File: config.mk
export PLATFORM = sky130hd
export DESIGN_NAME = pwm_ramp_ctrl
export DESIGN_NICKNAME = d
export VERILOG_FILES = /design/src/rtl/pwm_ramp_ctrl.sv
export SDC_FILE = /design/constraint.sdc
export NUM_CORES = 1
export LEC_CHECK = 0
export CAP_MARGIN = 20
export CORE_MARGIN = 5
export CORE_UTILIZATION = 50
export CTS_CLUSTER_DIAMETER = 150
export DETAILED_ROUTE_END_ITERATION = 10
export PLACE_DENSITY = 0.7
export RECOVER_POWER = 50
export SYNTH_ARGS = -nofsm -noshare
export SYNTH_HDL_FRONTEND = slang
export SYNTH_SLANG_ARGS = --single-unit
File: constraint.sdc
create_clock -name clk -period 5.35 [get_ports clk]
set_clock_uncertainty 0.2 [all_clocks]
set_input_delay 1.07 -clock clk [delete_from_list [all_inputs] [get_ports clk]]
set_output_delay 1.07 -clock clk [all_outputs]
set_load 0.02 [all_outputs]
File: src/rtl/pwm_ramp_ctrl.sv
// Duty-cycle ramp controller for a 100-step PWM: accepts target duties and
// walks duty_cycle toward them one step per STEP_PERIODS periods, with emergency stop.
module pwm_ramp_ctrl #(
    parameter int unsigned STEP_PERIODS = 4,
    parameter int unsigned STEP         = 1
) (
    input  logic       clk,
    input  logic       rst,
    input  logic       tgt_valid,
    input  logic [6:0] tgt_duty,
    output logic       tgt_ready,
    input  logic       enable,
    input  logic       estop,
    output logic [6:0] duty_cycle,
    output logic       duty_cycle_in,
    output logic       period_tick,
    output logic       busy
);

    localparam logic [6:0] PCNT_MAX  = 7'd100;
    localparam logic [6:0] DUTY_MAX  = 7'd100;
    localparam logic [6:0] STEP_D    = 7'(STEP);
    localparam logic [7:0] SCNT_LAST = 8'(STEP_PERIODS - 1);

    typedef enum logic [1:0] {
        IDLE = 2'd0,
        RAMP = 2'd1,
        HALT = 2'd2
    } state_t;

    state_t     state;
    logic [6:0] pcnt;
    logic [7:0] scnt;
    logic [6:0] target;
    logic [6:0] tgt_clamped;
    logic [6:0] next_target;
    logic [6:0] step_duty;
    logic [6:0] diff;
    logic       accept;
    logic       step_now;

    assign period_tick = (pcnt == PCNT_MAX);
    assign tgt_ready   = (state != HALT) && !estop;
    assign accept      = tgt_valid && tgt_ready;
    assign tgt_clamped = (tgt_duty > DUTY_MAX) ? DUTY_MAX : tgt_duty;
    assign next_target = accept ? tgt_clamped : target;
    assign step_now    = (state == RAMP) && period_tick && enable && (scnt == SCNT_LAST);
    assign busy        = (state != IDLE);

    // Step is always taken against the currently stored target; a target
    // accepted in the same cycle only matters from the next step on.
    always_comb begin
        diff      = 7'd0;
        step_duty = duty_cycle;
        if (target >= duty_cycle) begin
            diff      = target - duty_cycle;
            step_duty = (diff <= STEP_D) ? target : duty_cycle + STEP_D;
        end else begin
            diff      = duty_cycle - target;
            step_duty = (diff <= STEP_D) ? target : duty_cycle - STEP_D;
        end
    end

    always_ff @(posedge clk) begin
        if (rst) begin
            pcnt          <= 7'd1;
            scnt          <= 8'd0;
            target        <= 7'd0;
            duty_cycle    <= 7'd0;
            duty_cycle_in <= 1'b0;
            state         <= IDLE;
        end else begin
            pcnt          <= period_tick ? 7'd1 : pcnt + 7'd1;
            duty_cycle_in <= 1'b0;
            if (estop) begin
                duty_cycle    <= 7'd0;
                duty_cycle_in <= (duty_cycle != 7'd0);
                target        <= 7'd0;
                scnt          <= 8'd0;
                state         <= HALT;
            end else begin
                case (state)
                    IDLE: begin
                        if (accept) begin
                            target <= tgt_clamped;
                            if (tgt_clamped != duty_cycle) begin
                                state <= RAMP;
                                scnt  <= 8'd0;
                            end
                        end
                    end
                    RAMP: begin
                        target <= next_target;
                        if (step_now) begin
                            duty_cycle    <= step_duty;
                            duty_cycle_in <= 1'b1;
                            scnt          <= 8'd0;
                            if (step_duty == next_target) state <= IDLE;
                        end else begin
                            if (period_tick && enable) scnt <= scnt + 8'd1;
                            // retarget onto the value already driven: nothing left to do
                            if (accept && (tgt_clamped == duty_cycle)) state <= IDLE;
                        end
                    end
                    HALT:    state <= IDLE;
                    default: state <= IDLE;
                endcase
            end
        end
    end

endmodule

### After elaboration in Yosys (flattened, before gate mapping)

Index checks and enable logic that the tools add are counted.

* add/sub/neg operators: 6
* magnitude comparators: 4
* eq/ne operators: 16
* muxes and demuxes: 20
* reduce and logical (&&, ||, !) cells: 19

Operators by type and width (count)
* two-way mux 7 bit: 5
* two-way mux 8 bit: 4
* case mux 8 bit (2 select lines): 1
* adder 7 x 1 -> 7 bit (second input constant): 2
* == test 7 bit: 2
* less-or-equal comparator 7 x 1 -> 1 bit (second input constant): 2
* subtractor 7 bit: 2
* two-way mux 2 bit: 6
* AND reduction 4 bit: 3
* != test 3 x 2 -> 1 bit (second input constant): 3
* adder 8 x 1 -> 8 bit (second input constant): 1
* == test 8 x 2 -> 1 bit (second input constant): 1
* != test 4 x 3 -> 1 bit (second input constant): 2
* == test 7 bit (second input constant): 1
* greater-or-equal comparator 7 bit: 1
* greater-than comparator 7 bit (second input constant): 1
* logical AND 1 bit: 7
* != test 7 bit: 1
* nonzero test 7 bit: 1
* subtractor 7 x 1 -> 7 bit (second input constant): 1
* != test 2 bit (second input constant): 3
* != test 3 bit (second input constant): 2
* OR reduction 2 bit: 3
* case mux 2 bit (2 select lines): 1
* 6 further kinds: 9

* logic and storage cells: 72
* register bits after elaboration: 32
* input port bits: 12
* output and inout bits: 11

### Depth between registers and ports, before layout

Gate-level depths: netlist (run 1).

* depth after elaboration: 9
* depth in mapped cells: 15
* mapped depth without buffers: 14

### Worst setup path after synthesis (run 1)

No wires, ideal clock.

* path kind: flip-flop to flip-flop
* from: register duty_cycle[0]
* to: register state[0]
* setup slack: 1.616 ns
* stages on the path, launching flop included: 15
* clock period less this slack: 3.734 ns
* buffers on the path: 1
* required time: 5.016 ns
* setup time: 0.134 ns
* data arrival time: 3.401 ns
* cells stage by stage: dfxtp_1 > clkbuf_1 > inv_1 > ha_1 > inv_1 > fa_1 > a2111oi_2 > a21boi_1 > and4_1 > a21oi_1 > a221o_1 > a211oi_2 > xnor2_1 > nor4b_2 > a311oi_1

* cells in the longest elaborated chain, start to end: 7
* elaborated cells between the ends (all ways): 18
* those cells by class: add/sub (4); order compare (3); eq/ne (6); mux (3); reduce/logical (2)

RTL lines
* start: declaration: RTL line 14 `output logic [6:0] duty_cycle,`
* start signal: assignment: RTL line 95 `duty_cycle <= step_duty;`
* subtractor 7 bit, on equally long branches: RTL line 59, 56
* less-or-equal comparator 7 x 1 -> 1 bit, on equally long branches: RTL line 60, 57
* two-way mux 7 bit, on equally long branches: RTL line 60, 57
* two-way mux 7 bit: RTL line 55 `if (target >= duty_cycle) begin`
* == test 7 bit: RTL line 98 `if (step_duty == next_target) state <= IDLE;`
* != test 3 x 2 -> 1 bit (no source line)
* AND reduction 4 bit (no source line) *
* end signal: assignment: RTL line 98
* end signal: assignment: RTL line 102 `if (accept && (tgt_clamped == duty_cycle)) state <= IDLE;`
* end signal: assignment: RTL line 105 `HALT: state <= IDLE;`
* end: declaration: RTL line 31 `state_t state;`

Every way passes the cells marked *; elsewhere a longest branch is shown, timed or not.
A chain may end at the register's enable or synchronous reset.

### Final worst setup path (run 1)

Ends and elaborated chain as after synthesis.

==> results of run 1 <==
==> Yosys cell counts (4+ instances only) <==
cell,number
o21ai_0,13
xnor2_1,19
clkbuf_1,10
nand3_1,17
ha_1,19
a31oi_1,4
nor4b_1,4
dfxtp_1,32
o221ai_1,4
and3_1,8
or2_2,5
nor2_1,44
a21oi_1,29
mux2i_1,6
xor2_1,13
inv_1,23
nor2b_1,5
nor3_1,12
nand2_1,33
==> logic make-up after synthesis <==
kind of cell | count (synthesis) | synth area share [%]
simple gates | 151 | 26.9
mux | 7 | 2.51
flops | 32 | 22.6
fa+ha+maj | 21 | 9.79
xor+xnor | 32 | 9.88
buf+inv | 39 | 5.82
compound gates | 87 | 22.5
==> critical path: stages (launching register included) <==
cell       delay, ns
dfxtp_1         0.45
inv_1           0.25
ha_1            0.23
inv_1           0.06
fa_1            0.43
xor2_1          0.19
a2111oi_2       0.29
a21boi_1        0.24
nand4_1         0.13
o21ai_0         0.59
o221ai_1        0.26
a211oi_2        0.34
xnor2_1         0.12
nor4b_2         0.28
a311oi_1        0.11
==> per-stage QoR <==
step	setup slack, ns	hold WS [ns]	instance area [um2]
detailed placement	1.15	0.274	3070
CTS	1.11	0.285	3170
global route	0.813	0.315	3170
global placement	1.08	0.267	3070
floorplan	1.62	0.249	2840
finish	1.05	0.280	3170
==> cells in the final DEF, fill, tap and decap left out, types with 3 or more instances in the layout <==
| master | n |
|---|---|
| nor2_1 | 44 |
| nand2_1 | 33 |
| dfxtp_1 | 32 |
| a21oi_1 | 29 |
| inv_1 | 23 |
| xnor2_1 | 19 |
| ha_1 | 19 |
| nand3_1 | 17 |
| xor2_1 | 13 |
| o21ai_0 | 13 |
| nor3_1 | 12 |
| clkdlybuf4s50_1 | 11 |
| dlygate4sd3_1 | 11 |
| and3_1 | 8 |
| mux2i_1 | 6 |
| clkbuf_8 | 6 |
| or2_2 | 5 |
| nor2b_1 | 5 |
| nor4b_1 | 4 |
| a31oi_1 | 4 |
| o221ai_1 | 4 |
| nand4b_1 | 3 |
| nor3b_1 | 3 |
| and4_1 | 3 |
| a21o_1 | 3 |
| o22ai_1 | 3 |
| o211ai_1 | 3 |
==> state kept, by name, summed over array words and instances (netlist names) <==
signal and count:
pcnt 7, state 2, duty_cycle_in 1, target 7, scnt 8, duty_cycle 7
==> path summary, 6_finish.rpt <==
path                              start                     to  slack, ns  depth (start not counted)
max          duty_cycle[0]$_SDFFE_PP0P_  state[0]$_SDFFE_PP0P_       1.05                         14
max reg2reg  duty_cycle[0]$_SDFFE_PP0P_  state[0]$_SDFFE_PP0P_       1.05                         14
min reg2reg        scnt[1]$_SDFFE_PP0P_   scnt[1]$_SDFFE_PP0P_       0.28                          2
min                scnt[1]$_SDFFE_PP0P_   scnt[1]$_SDFFE_PP0P_       0.28                          2
==> cell type report <==
class | instances | area [um2] | share of cell area (%)
Inverter | 24 | 90.1 | 2.85
Sequential cell | 32 | 641 | 20.2
Clock inverter | 1 | 7.51 | 0.237
Clock buffer | 7 | 86.3 | 2.73
Timing Repair Buffer | 22 | 220 | 6.96
Tap cell | 72 | 90.1 | 2.85
Multi-Input combinational cell | 298 | 2030 | 64.2
==> routing by layer <==
metal / vias up / routed length (um) / part of all wire, %
met3: 15 / 465 / 6.6
li1: 1341 / - / -
met2: 105 / 3120 / 44
met1: 1260 / 3340 / 47
met5: - / 0 / 0
met4: 0 / 117 / 1.7
==> report_power, final <==
group | internal, uW | switching (uW)
registers | 243 | 5.55
logic | 65.7 | 86.4
clock network | 104 | 89.7
total | 413 | 182
==> key figures, run 1 <==
Place
  • GPL Wtd Cong: between 0.9 and 1
  • Post-Place Cells: 448
  • Count of port buffers added during placement: 22
  • HPWL Detailed: about 5300 um

STA
  • Least-Margin Pin Slew: about 0.74 ns
  • Final period utilization: 80.4%
  • Rel. slew slack: between 50% and 60%
  • Fmax: 0.232 GHz
  • Final setup viols: 0
  • Setup TNS: 0 ns
  • Tmin final: 4.30 ns
  • Slew Viols, Final: 0
  • Final Hold Viols: 0
  • RSZ-0062 raised after global routing: no

GRT
  • Antenna violations before repair: 0
  • Largest net degree at the start of global routing: 19
  • GRT Overall Usage: between 10% and 20%
  • Met2 GRT Util: between 20 and 30%
  • Met3 Usage GRT: 3.30%
  • GRT overflow: 0
  • Vias in the first global route: between 2000 and 2500
  • GRT busiest layer: met2
  • GR Layer Usage met1: 28.7%
  • First-pass GRT wire length: approximately 12000 um

Critical path
  • Kind of critical path: reg2reg
  • CP arrival: between 4 and 5 ns
  • Worst-path fanout max: 13
  • CP startpoint kind: flip-flop
  • Req. time, crit path: roughly 5.3 ns
  • CP Capture Type: flip-flop

CTS
  • H-tree Lvls: 2
  • CTS Buf Count: 5
  • CTS tree: done
  • Reg clk slew, reported paths: approximately 0.07 ns
  • PostCTS Resize Cnt: 0
  • # Post-CTS Setup Buffers: 0
  • Worst-Skew Late Latency: between 0.2 and 0.3 ns
  • Deepest clock path buffer count: 2
  • CTS Sinks: 32
  • Hold-fix buffers at CTS: 0
  • Root buffer cell: clkbuf_8

Die
  • Die height: ~85 um
  • Core region area: around 5500 um2
  • Row cnt: 27
  • Initial Util: roughly half
  • Io pins: 23
  • Die Width: 85.3 um
  • Die area: approximately 7300 um2

Route
  • Total Routed Length: 7040 um
  • Routed len/inst: 15.4 um
  • Drc violations: 0
  • DR vias: ~2700
  • Antenna-violating nets left: 0
  • 1st-pass router iterations: 5
  • Iteration-0 DRC count of the detailed router: around 260
  • Via density: just under 6

Power
  • Total power: 595 uW
  • Leakage power: 0.00118 uW
  • Max VDD drop: between 0.1 and 0.15 mV
  • P per Cell Area: between 150 and 200 nW/um2

Logic synthesis
  • Synthesized area: 2840 um2
  • FF+latch count, synth: 32
  • Avg Inst Size Synth: 7.69 um2
  • Post-synth EDFFs: 0
  • Mapped Cells: 369
  • Cell type with the largest total area after synthesis: dfxtp_1
  • Ys async rst share: 0%
  • Largest cells by area after synthesis: dfxtp_1, ha_1, xnor2_1
  • Yosys Warn Count: 0
  • Seq/Total Area, Yosys: a little under a quarter
  • Syn_nets: around 400
  • Count of different cell masters after synthesis: 63
  • Synth top area share: a little under a quarter
  • Post-synth top flop: dfxtp_1

Finish
  • Layout Utilization: between 50% and 60%
  • Final #Nets: 416
  • # fillers: approximately 520
  • Synthesis-to-finish area growth: 11.6%
  • Share of cells above drive strength 1: 6.77%
  • N_diodes: 0
  • Layout Cells excl Fill: 456

Run
  • Max_cap viols: 0

Min path
  • Tightest Hold Check Type: reg2reg

Run status
  • Status: completed
Power figures use the tool's default switching activity.
==> inputs of run 2 (changes only) <==
Settings changed: PLACE_DENSITY 0.7 to 0.73.
Clock period 5.35 ns to 3.84 ns, I/O delays scaled along.
==> run 2 against run 1 <==
Compared with the run above:
- cell count is 5.7% higher
- maximum frequency up 18%
- clock power is 37% higher
- die area stayed put
==> key figures, run 2 (synthesis gave the netlist of run 1 again) <==
Place
  • Count of port buffers added during placement: 22 (unchanged)
  • HPWL Detailed: 5960 um (+13%)
  • GPL Wtd Cong: 0.954 (+1.5%)
  • Post-Place Worst Slack: 0.181 ns (-0.971 ns)

Die
  • Io pins: 23 (unchanged)
  • Initial Util: 51.5% (unchanged)
  • Core region area: 5510 um2 (unchanged)
  • Die height: 85.3 um (unchanged)
  • Die Width: 85.3 um (unchanged)
  • Row cnt: 27 (unchanged)
  • Die area: 7280 um2 (unchanged)

GRT
  • Vias in the first global route: 2546 (+4.0%)
  • Antenna violations before repair: 0 (unchanged)
  • First-pass GRT wire length: 12700 um (+6.4%)
  • GRT Overall Usage: 21.3% (+1.5 points)
  • Largest net degree at the start of global routing: 19 (unchanged)
  • GRT overflow: 0 (unchanged)

STA
  • Final period utilization: 95.1% (+15 points)
  • Min Hold Slack: 0.281 ns (+0.00128 ns)
  • Slew Viols, Final: 0 (unchanged)
  • Final Hold Viols: 0 (unchanged)
  • Least-Margin Pin Slew: 0.810 ns (+0.0717 ns)
  • Setup WS post-layout: 0.187 ns (-0.860 ns)
  • RSZ-0062 raised after global routing: no
  • Setup TNS: 0 ns (unchanged)
  • Tmin final: 3.65 ns (-0.650 ns)
  • Final setup viols: 0 (unchanged)
  • Fmax: 0.274 GHz (+18%)
  • Rel. slew slack: 46.0% (-4.6 points)

Critical path
  • Most frequent CP cell: a211oi_2
  • Worst-path fanout max: 6 (-7)
  • CP max stage cell: fa_1
  • Worst-path cell chain: inv_1 > ha_1 > fa_1 > nor2b_2 > o21ai_0 > a211oi_2 > o2111ai_4 > and2_4 > a221o_1 > a211oi_2 > xnor2_1 > nor4b_2 > a311oi_1
  • CP startpoint kind: flip-flop
  • Slowest stage delay, CP: 0.43 ns (-0.16 ns)
  • CP Capture Type: flip-flop
  • Buf/Inv on CP: 1 (-1)
  • Req. time, crit path: 3.79 ns (-1.52 ns)
  • Crit-path leading delay family: compound AO/OA/AOI/OAI gates
  • CP arrival: 3.61 ns (-0.65 ns)
  • Kind of critical path: reg2reg

Route
  • Iteration-0 DRC count of the detailed router: 216 (-16%)
  • DR vias: 2768 (+1.7%)
  • Total Routed Length: 7600 um (+7.9%)
  • Routed len/inst: 15.8 um (+2.0%)
  • Drc violations: 0 (unchanged)
  • 1st-pass router iterations: 4 (-1)
  • Antenna-violating nets left: 0 (unchanged)
  • Via density: 5.74 (-3.8%)

Power
  • Max VDD drop: 0.167 mV (+51%)
  • P per Cell Area: 254 nW/um2 (+35%)
  • Leakage power: 0.00131 uW (+11%)

Finish
  • Final #Nets: 442 (+6.3%)
  • Most frequent cells in the layout: nor2_1, nand2_1, dfxtp_1, a21oi_1, buf_4
  • Leading cell type in the layout, fill and taps excluded: nor2_1
  • Synthesis-to-finish area growth: 18.8%
  • N_diodes: 0 (unchanged)
  • Share of cells above drive strength 1: 13.7% (+6.9 points)
  • Biggest register: scnt
  • Max FFs per register: 8 (unchanged)

Min path
  • Tightest Hold Check Type: reg2reg

CTS
  • Worst-Skew Late Latency: 0.29 ns (about the same)
  • CTS Sinks: 32 (unchanged)
  • CTS tree: done
  • CTS Buf Count: 5 (unchanged)
  • Reg clk slew, reported paths: 0.08 ns (about the same)
  • Deepest clock path buffer count: 2 (unchanged)
  • H-tree Lvls: 2 (unchanged)
  • Root buffer cell: clkbuf_8

Run status
  • Status: completed

Run
  • Max_cap viols: 0 (unchanged)
[run 2: through the flow]
stage          cells  total power, uW  instance area (um2)  util [%]
2_1_floorplan    369              510                 2840         -
3_3_place_gp     470              575                 3240      58.8
3_5_place_dp     470              577                 3240      58.8
4_1_cts          478              842                 3330      60.5
5_1_grt          482              903                 3370      61.2
6_report         482              856                 3370      61.2
[run 2: cell type report]
cell class	instances	area, um2
Tap cell	72	90.1
Clock buffer	5	68.8
Fill cell	503	2140
Timing Repair Buffer	48	412
Inverter	24	90.1
Multi-Input combinational cell	298	2050
Clock inverter	3	23.8
Sequential cell	32	641
[run 2: what timing repair did]
| action | in CTS | in global routing |
|---|---|---|
| resized for setup | 0 | 4 |
| hold buffers | 0 | 0 |
| setup buffers | 0 | 4 |
| setup endpoints to repair | 0 | 1 |
[run 2: final timing paths]
path | startpoint | cells past startpoint | slack [ns] | to
setup / recovery | target[0]$_SDFFE_PP0P_ | 13 | 0.19 | state[0]$_SDFFE_PP0P_
hold reg to reg | scnt[1]$_SDFFE_PP0P_ | 2 | 0.28 | scnt[1]$_SDFFE_PP0P_
setup reg to reg | target[0]$_SDFFE_PP0P_ | 13 | 0.19 | state[0]$_SDFFE_PP0P_
hold / removal | scnt[1]$_SDFFE_PP0P_ | 2 | 0.28 | scnt[1]$_SDFFE_PP0P_
[run 2: routing by layer]
metal / vias up / routed length, um / GRT usage, %
met5: - / 0 / 0
met3: 11 / 363 / 3.01
li1: 1389 / - / -
met4: 0 / 109 / 5.32
met1: 1297 / 3560 / 28.9
met2: 71 / 3560 / 35.5
[run 2: where the power goes]
group | switching (uW) | internal [uW]
Sequential | 7.16 | 338
Clock | 137 | 128
Combinational | 130 | 116
[run 2: worst min-delay path, stage by stage, from the launching register on]
cell     delay [ns]
dfxtp_1        0.33
nand2_1        0.06
a21oi_1        0.05
